===== src/rtl/mode_selector.sv =====
// rtl/mode_selector.sv - two-key wrapping mode stepper with release-triggered step.
// Optional per-key debouncer enabled by MODE_SELECTOR_DEBOUNCE_EN.
module mode_selector #(
    parameter int NUM_MODES       = 4,
    parameter int DEBOUNCE_CYCLES = 16,
    localparam int MODE_W         = (NUM_MODES > 2) ? $clog2(NUM_MODES) : 1
) (
    input  logic              clk,
    input  logic              rst,
    input  logic              next_key,
    input  logic              prev_key,
    output logic [MODE_W-1:0] mode,
    output logic              mode_change,
    output logic              key_busy
);

    localparam logic [1:0] IDLE     = 2'd0;
    localparam logic [1:0] ARM_NEXT = 2'd1;
    localparam logic [1:0] ARM_PREV = 2'd2;
    localparam logic [1:0] LOCKOUT  = 2'd3;

    localparam logic [MODE_W-1:0] MODE_MAX = MODE_W'(NUM_MODES - 1);

    // Bit 0 carries next_key, bit 1 carries prev_key throughout.
    logic [1:0] sync_1;
    logic [1:0] sync_2;
    logic [1:0] key_db;

    always_ff @(posedge clk or posedge rst) begin
        if (rst) begin
            sync_1 <= 2'b00;
            sync_2 <= 2'b00;
        end else begin
            sync_1 <= {prev_key, next_key};
            sync_2 <= sync_1;
        end
    end

`ifdef MODE_SELECTOR_DEBOUNCE_EN
    localparam logic [15:0] CNT_LAST = 16'(DEBOUNCE_CYCLES - 1);

    logic [15:0] db_cnt [2];

    // Level flips only after DEBOUNCE_CYCLES consecutive disagreeing samples.
    always_ff @(posedge clk or posedge rst) begin
        if (rst) begin
            key_db    <= 2'b00;
            db_cnt[0] <= '0;
            db_cnt[1] <= '0;
        end else begin
            for (int k = 0; k < 2; k++) begin
                if (sync_2[k] == key_db[k]) begin
                    db_cnt[k] <= '0;
                end else if (db_cnt[k] == CNT_LAST) begin
                    key_db[k] <= sync_2[k];
                    db_cnt[k] <= '0;
                end else begin
                    db_cnt[k] <= db_cnt[k] + 16'd1;
                end
            end
        end
    end
`else
    assign key_db = sync_2;
`endif

    logic       next_db;
    logic       prev_db;
    logic [1:0] state;
    logic [1:0] state_nxt;
    logic       step_up;
    logic       step_dn;

    assign next_db = key_db[0];
    assign prev_db = key_db[1];

    always_comb begin
        state_nxt = state;
        step_up   = 1'b0;
        step_dn   = 1'b0;
        case (state)
            IDLE: begin
                if (next_db && prev_db)  state_nxt = LOCKOUT;
                else if (next_db)        state_nxt = ARM_NEXT;
                else if (prev_db)        state_nxt = ARM_PREV;
            end
            ARM_NEXT: begin
                if (prev_db) begin
                    state_nxt = LOCKOUT;
                end else if (!next_db) begin
                    state_nxt = IDLE;
                    step_up   = 1'b1;
                end
            end
            ARM_PREV: begin
                if (next_db) begin
                    state_nxt = LOCKOUT;
                end else if (!prev_db) begin
                    state_nxt = IDLE;
                    step_dn   = 1'b1;
                end
            end
            LOCKOUT: begin
                if (!next_db && !prev_db) state_nxt = IDLE;
            end
            default: state_nxt = IDLE;
        endcase
    end

    always_ff @(posedge clk or posedge rst) begin
        if (rst) begin
            state       <= IDLE;
            mode        <= '0;
            mode_change <= 1'b0;
        end else begin
            state       <= state_nxt;
            mode_change <= step_up | step_dn;
            if (step_up) begin
                mode <= (mode >= MODE_MAX) ? '0 : mode + 1'b1;
            end else if (step_dn) begin
                mode <= (mode == '0 || mode > MODE_MAX) ? MODE_MAX : mode - 1'b1;
            end
        end
    end

    assign key_busy = (state != IDLE);

endmodule


===== config.mk =====
export PLATFORM = sky130hd
export DESIGN_NAME = mode_selector
export DESIGN_NICKNAME = d
export VERILOG_FILES = /design/src/rtl/mode_selector.sv
export SDC_FILE = /design/constraint.sdc
export NUM_CORES = 1
export LEC_CHECK = 0
export ABC_AREA = 1
export CAP_MARGIN = 20
export CORE_MARGIN = 4
export CORE_UTILIZATION = 29
export DETAILED_ROUTE_END_ITERATION = 16
export PLACE_DENSITY = 0.59
export SLEW_MARGIN = 20
export SYNTH_ARGS = -nofsm -noshare
export SYNTH_HDL_FRONTEND = slang
export SYNTH_SLANG_ARGS = --single-unit

===== constraint.sdc =====
create_clock -name clk -period 2.3 [get_ports clk]
set_input_delay 0.575 -clock clk [delete_from_list [all_inputs] [get_ports clk]]
set_output_delay 0.575 -clock clk [all_outputs]
set_load 0.005 [all_outputs]

# Word level (Yosys, flattened, before mapping)
# Cells that the tools add are included.
[totals] romBits=0 reg_bits=9 mem_bits_rw=0 memories=0 output_inout_bits=4 latchBits=0 word_cells=46
[classes] div_mod_pow=0 addsub=2 bitwise_logic=1 n_mux=19 shift=0 reduce_logical=10 magnitude_cmp=2 n_eq_ne=7 mul=0
[ops] operator="two-way mux 2 bit" n=12
[ops] operator="one-hot mux 2 bit (4 select lines)" n=1
[ops] operator="two-way mux 1 bit" n=6
[ops] operator="inequality test 3 bit, second input constant" n=2
[ops] operator="== test 2 bit, second input constant" n=2
[ops] operator="logical NOT 2 bit" n=2
[ops] operator="inequality test 4 bit, second input constant" n=1
[ops] operator="AND reduction 4 bit" n=1
[ops] operator="nonzero test 2 bit" n=2
[ops] operator="adder 2 x 1 -> 2 bit, second input constant" n=1
[ops] operator="== test 2 x 1 -> 1 bit, second input constant" n=1
[ops] operator="greater-or-equal comparator 2 bit, second input constant" n=1
[ops] operator="greater-than comparator 2 bit, second input constant" n=1
[ops] operator="logical AND 1 bit" n=2
[ops] operator="logical NOT 1 bit" n=2
[ops] operator="inequality test 2 bit, second input constant" n=1
[ops] operator="subtractor 2 x 1 -> 2 bit, second input constant" n=1
[ops] operator="logical OR 1 bit" n=1
[ops] operator="bitwise OR 1 bit" n=1

# Depth between registers and ports, before layout
[logic_depth] ltp_word=5 mapped_depth=6 mapped_depth_nobuf=6

# Worst setup path before layout
# No wires, ideal clock.
[synth_timing] path_type="reg-to-reg" start="reg mode[0]" end="reg mode[0]" required_time_ns=2.183 setup_slack_ns=1.166 path_buffers=0 t_arrival_ns=1.017 synth_period_minus_slack_ns=1.134 path_stages_with_launch=6 setup_ns=0.117 path_cell_list="dfrtp_1 -> inv_1 -> ha_1 -> or2_2 -> nand3_2 -> nand2_1"
[synth_via] elab_chain_cells=5
[synth_lines] item="start, declared" line="12" rtl="output logic [MODE_W-1:0] mode,"
[synth_lines] item="start signal, assigned" line="119" rtl="mode <= (mode >= MODE_MAX) ? '0 : mode + 1'b1;"
[synth_lines] item="start signal, assigned" line="121" rtl="mode <= (mode == '0 || mode > MODE_MAX) ? MODE_MAX : mode - 1'b1;"
[synth_lines] item="greater-than comparator 2 bit / logical NOT 2 bit (equally long branches)" line="121"
[synth_lines] item="logical OR 1 bit" line="121"
[synth_lines] item="two-way mux 2 bit" line="121"
[synth_lines] item="two-way mux 2 bit" line="120" rtl="end else if (step_dn) begin"
[synth_lines] item="two-way mux 2 bit (*)" line="118" rtl="if (step_up) begin"
# Every way passes the cells marked *; elsewhere a longest branch is shown, timed or not. The select of a mux whose other input is x is not followed.
# A chain may end at the register's enable or synchronous reset.

# Worst setup path in the final report
[layout_timing] start="reg state[1]" end="out key_busy"
[layout_via] elab_chain_cells=1
[layout_lines] item="start, declared" line="69" rtl="logic [1:0] state;"
[layout_lines] item="start signal, assigned" line="116" rtl="state <= state_nxt;"
[layout_lines] item="nonzero test 2 bit" line="126" rtl="assign key_busy = (state != IDLE);"
[layout_lines] item="end, declared" line="14" rtl="output logic key_busy"
# No other way between the ends.

==> summary.md <==
| Metric | Value |
|---|---|
| Status | `finished clean` |
| R2R setup slack | `1.12 ns` |
| Period Utilization, post-route | `78.3%` |
| Total congestion overflow | `0` |
| # diodes | `0` |
| Max VDD drop | `0.000346 V` |
| Die width | `44.3 um` |
| Routed length per instance | `9.00 um` |
| Die ar. | `0.00197 mm2` |
| TNS Setup | `0 ns` |
| Max_slew headroom | `78.7%` |
| Maxcap violations | `0` |
| Unique masters post-synth | `12` |
| Combinational cell fraction of total power | `28.7%` |
| Final core occ | `42.4%` |
| Tot GR Track Use | `7.39%` |
| Post-cts repair resize count | `0` |
| Rows | `12` |
| Most frequent cells in the layout | `nand2_1, dfrtp_1, clkdlybuf4s50_1, inv_1` |
| WP data arrival | `1.23 ns` |
| Final WS setup | `0.499 ns` |
| Clk_skew | `0.00147 ns` |
| Core ar. | `0.00117 mm2` |
| R2r endpoint | `mode[0]$_DFFE_PP0P_` |
| CP Capture Type | `output port` |
| Worst r2r src | `mode[0]$_DFFE_PP0P_` |
| Final hold vios | `0` |
| Top post-synthesis cells by area | `dfrtp_1, nand2_1, ha_1` |
| Reg2reg path depth | `5` |
| Layout cell share with drive strength beyond 1 | `19.6%` |
| Antenna Violating Nets Remaining | `0` |
| Sw Pwr | `126 uW` |
| Nets@finish | `58` |
| Crit Path Max Fanout | `3` |
| Final GP Congestion | `0.703` |
| Clk pwr share | `25.5%` |
| Crit path largest cell delay | `0.49 ns` |
| CTS Buf Count | `3` |
| Number of vias per cell | `4.25` |
| CP max-delay cell | `clkdlybuf4s50_1` |
| Sw frac | `28.3%` |
| TritonCTS Sinks | `9` |
| Top-area cell type share of the netlist area | `58.8%` |
| Cell count after synthesis | `40` |
| Root Driver | `clkbuf_4` |
| Yosys warnings | `0` |
| Mapped Area | `383 um2` |
| Syn_nets | `46` |
| Dominant cell type by area after synthesis | `dfrtp_1` |
| DR iter-0 viols | `3` |
| Pleak | `0.246 nW` |
| Hold WC Path Type | `register to register` |
| Slew at the pin closest to its max-slew limit | `0.319 ns` |
| Internal power | `318 uW` |
| IO Count | `8` |
| Detail Placement HPWL | `472 um` |
| Synth Register Bits | `9` |
| Drt pass-1 iters | `2` |
| Mapped Avg Cell Area | `9.57 um2` |
| Setup Buffers After CTS | `0` |
| RSZ-0062 raised after global routing | `no` |
| Layout area overhead | `29.7%` |
| Initial core utilization | `32.7%` |
| Worst skew pair latency | `0.25 ns` |
| WS Path Type | `register to output port` |
| Total Power | `444 uW` |
| Final Max Tran Viols | `0` |
| CP Launch Type | `register` |
| Drt drc | `0` |
| IO buf count | `7` |
| Clock Path Buffers | `2` |
| Via count | `276` |
| Die Height | `44.3 um` |
| Clock Pin Slew Worst Setup and Hold Paths | `0.06 ns` |
| Register area share after synthesis | `58.8%` |
| Worst slack at placement | `0.759 ns` |
| Crit path time final | `1.80 ns` |
| Worst endpoint required time | `1.73 ns` |
| PwrDens | `893 mW/mm2` |
| Max Fclk | `555 MHz` |
| Worst setup endpoint | `key_busy` |
| Setup-failing EPs final | `0` |
| Hold buffers post-CTS | `0` |
| Overall routed net length | `585 um` |
| Largest net degree at the start of global routing | `10` |
| Initial antenna violation count | `0` |
| Crit path launch | `state[1]$_DFFE_PP0P_` |
| Vias in the first global route | `241` |
| TritonCTS clock tree | `yes` |
| First-pass GRT wire length | `993 um` |
| Crit path cell chain | `inv_2 > nand2_1 > clkdlybuf4s50_1` |
| CTS H-tree depth | `1` |
| Seq pwr share | `45.8%` |
## kinds of logic (layout without fill, tap and decap cells)
family / Yosys count / count (layout) / share of synthesized area, %
buffers and inverters: 8 / 19 / 7.84
AND/OR/NAND/NOR: 18 / 18 / 22.9
adder cells (fa/ha/maj): 2 / 2 / 6.53
AO/OA/AOI/OAI: 3 / 3 / 3.92
flip-flops: 9 / 9 / 58.8
## area by class of cell
type | instances | area, um2
fill | 124 | 674
sequential | 9 | 225
multi-input combinational | 23 | 128
timing repair buffer | 7 | 70.1
inverter | 8 | 30.0
clock buffer | 4 | 26.3
tap | 14 | 17.5
## worst min-delay path by stage
stage | start | endpoint | cells after the start | slack [ns]
6_report | sync_1[0]$_DFF_PP0_ | key_db[0]$_DFF_PP0_ | 0 | 0.35
5_1_grt | sync_1[1]$_DFF_PP0_ | key_db[1]$_DFF_PP0_ | 0 | 0.37
2_1_floorplan | sync_1[0]$_DFF_PP0_ | key_db[0]$_DFF_PP0_ | 0 | 0.33
4_1_cts | sync_1[0]$_DFF_PP0_ | key_db[0]$_DFF_PP0_ | 0 | 0.35
3_3_place_gp | sync_1[1]$_DFF_PP0_ | key_db[1]$_DFF_PP0_ | 0 | 0.33
3_5_place_dp | sync_1[0]$_DFF_PP0_ | key_db[0]$_DFF_PP0_ | 0 | 0.34
## metrics by stage
| stage | area [um2] | hold slack [ns] | std cells |
|---|---|---|---|
| after detailed placement | 470 | 0.338 | 61 |
| after global placement | 470 | 0.333 | 61 |
| final | 497 | 0.349 | 65 |
| after floorplan | 383 | 0.331 | 40 |
| after global routing | 497 | 0.374 | 65 |
| after CTS | 497 | 0.351 | 65 |
## synth_stat cells
cell	n
or2_2	1
nor2_2	2
nand3_1	3
dfrtp_1	9
nand3_2	1
nand2_2	1
nand2_1	9
o21ai_0	3
ha_1	2
nor2_1	1
inv_1	6
inv_2	2
## routing by layer
layer	track usage (%)	share of wire [%]	vias to the layer above
met5	0	0	-
met4	5.42	0	0
met3	3.66	8.4	0
met2	9.30	46	10
met1	9.52	45	122
li1	-	-	144
## worst max-delay path: cells and delay by family, from the launching register on
kind / cells / cell delay, ns
buffers and inverters: 2 / 0.54
flip-flops: 1 / 0.39
AND/OR/NAND/NOR: 1 / 0.05
## power groups by stage
stage	registers [mW]	logic, mW	clock network, mW
floorplan	0.204	0.0718	0
global placement	0.205	0.127	0
detailed placement	0.206	0.130	0
CTS	0.203	0.131	0.121
global route	0.207	0.147	0.133
finish	0.203	0.127	0.113
## state kept, by name, indices dropped and copies added, names as in the netlist
name / flops
key_db: 2
mode: 2
state: 2
sync_1: 2
mode_change: 1
(Power assumes the default switching activity.)
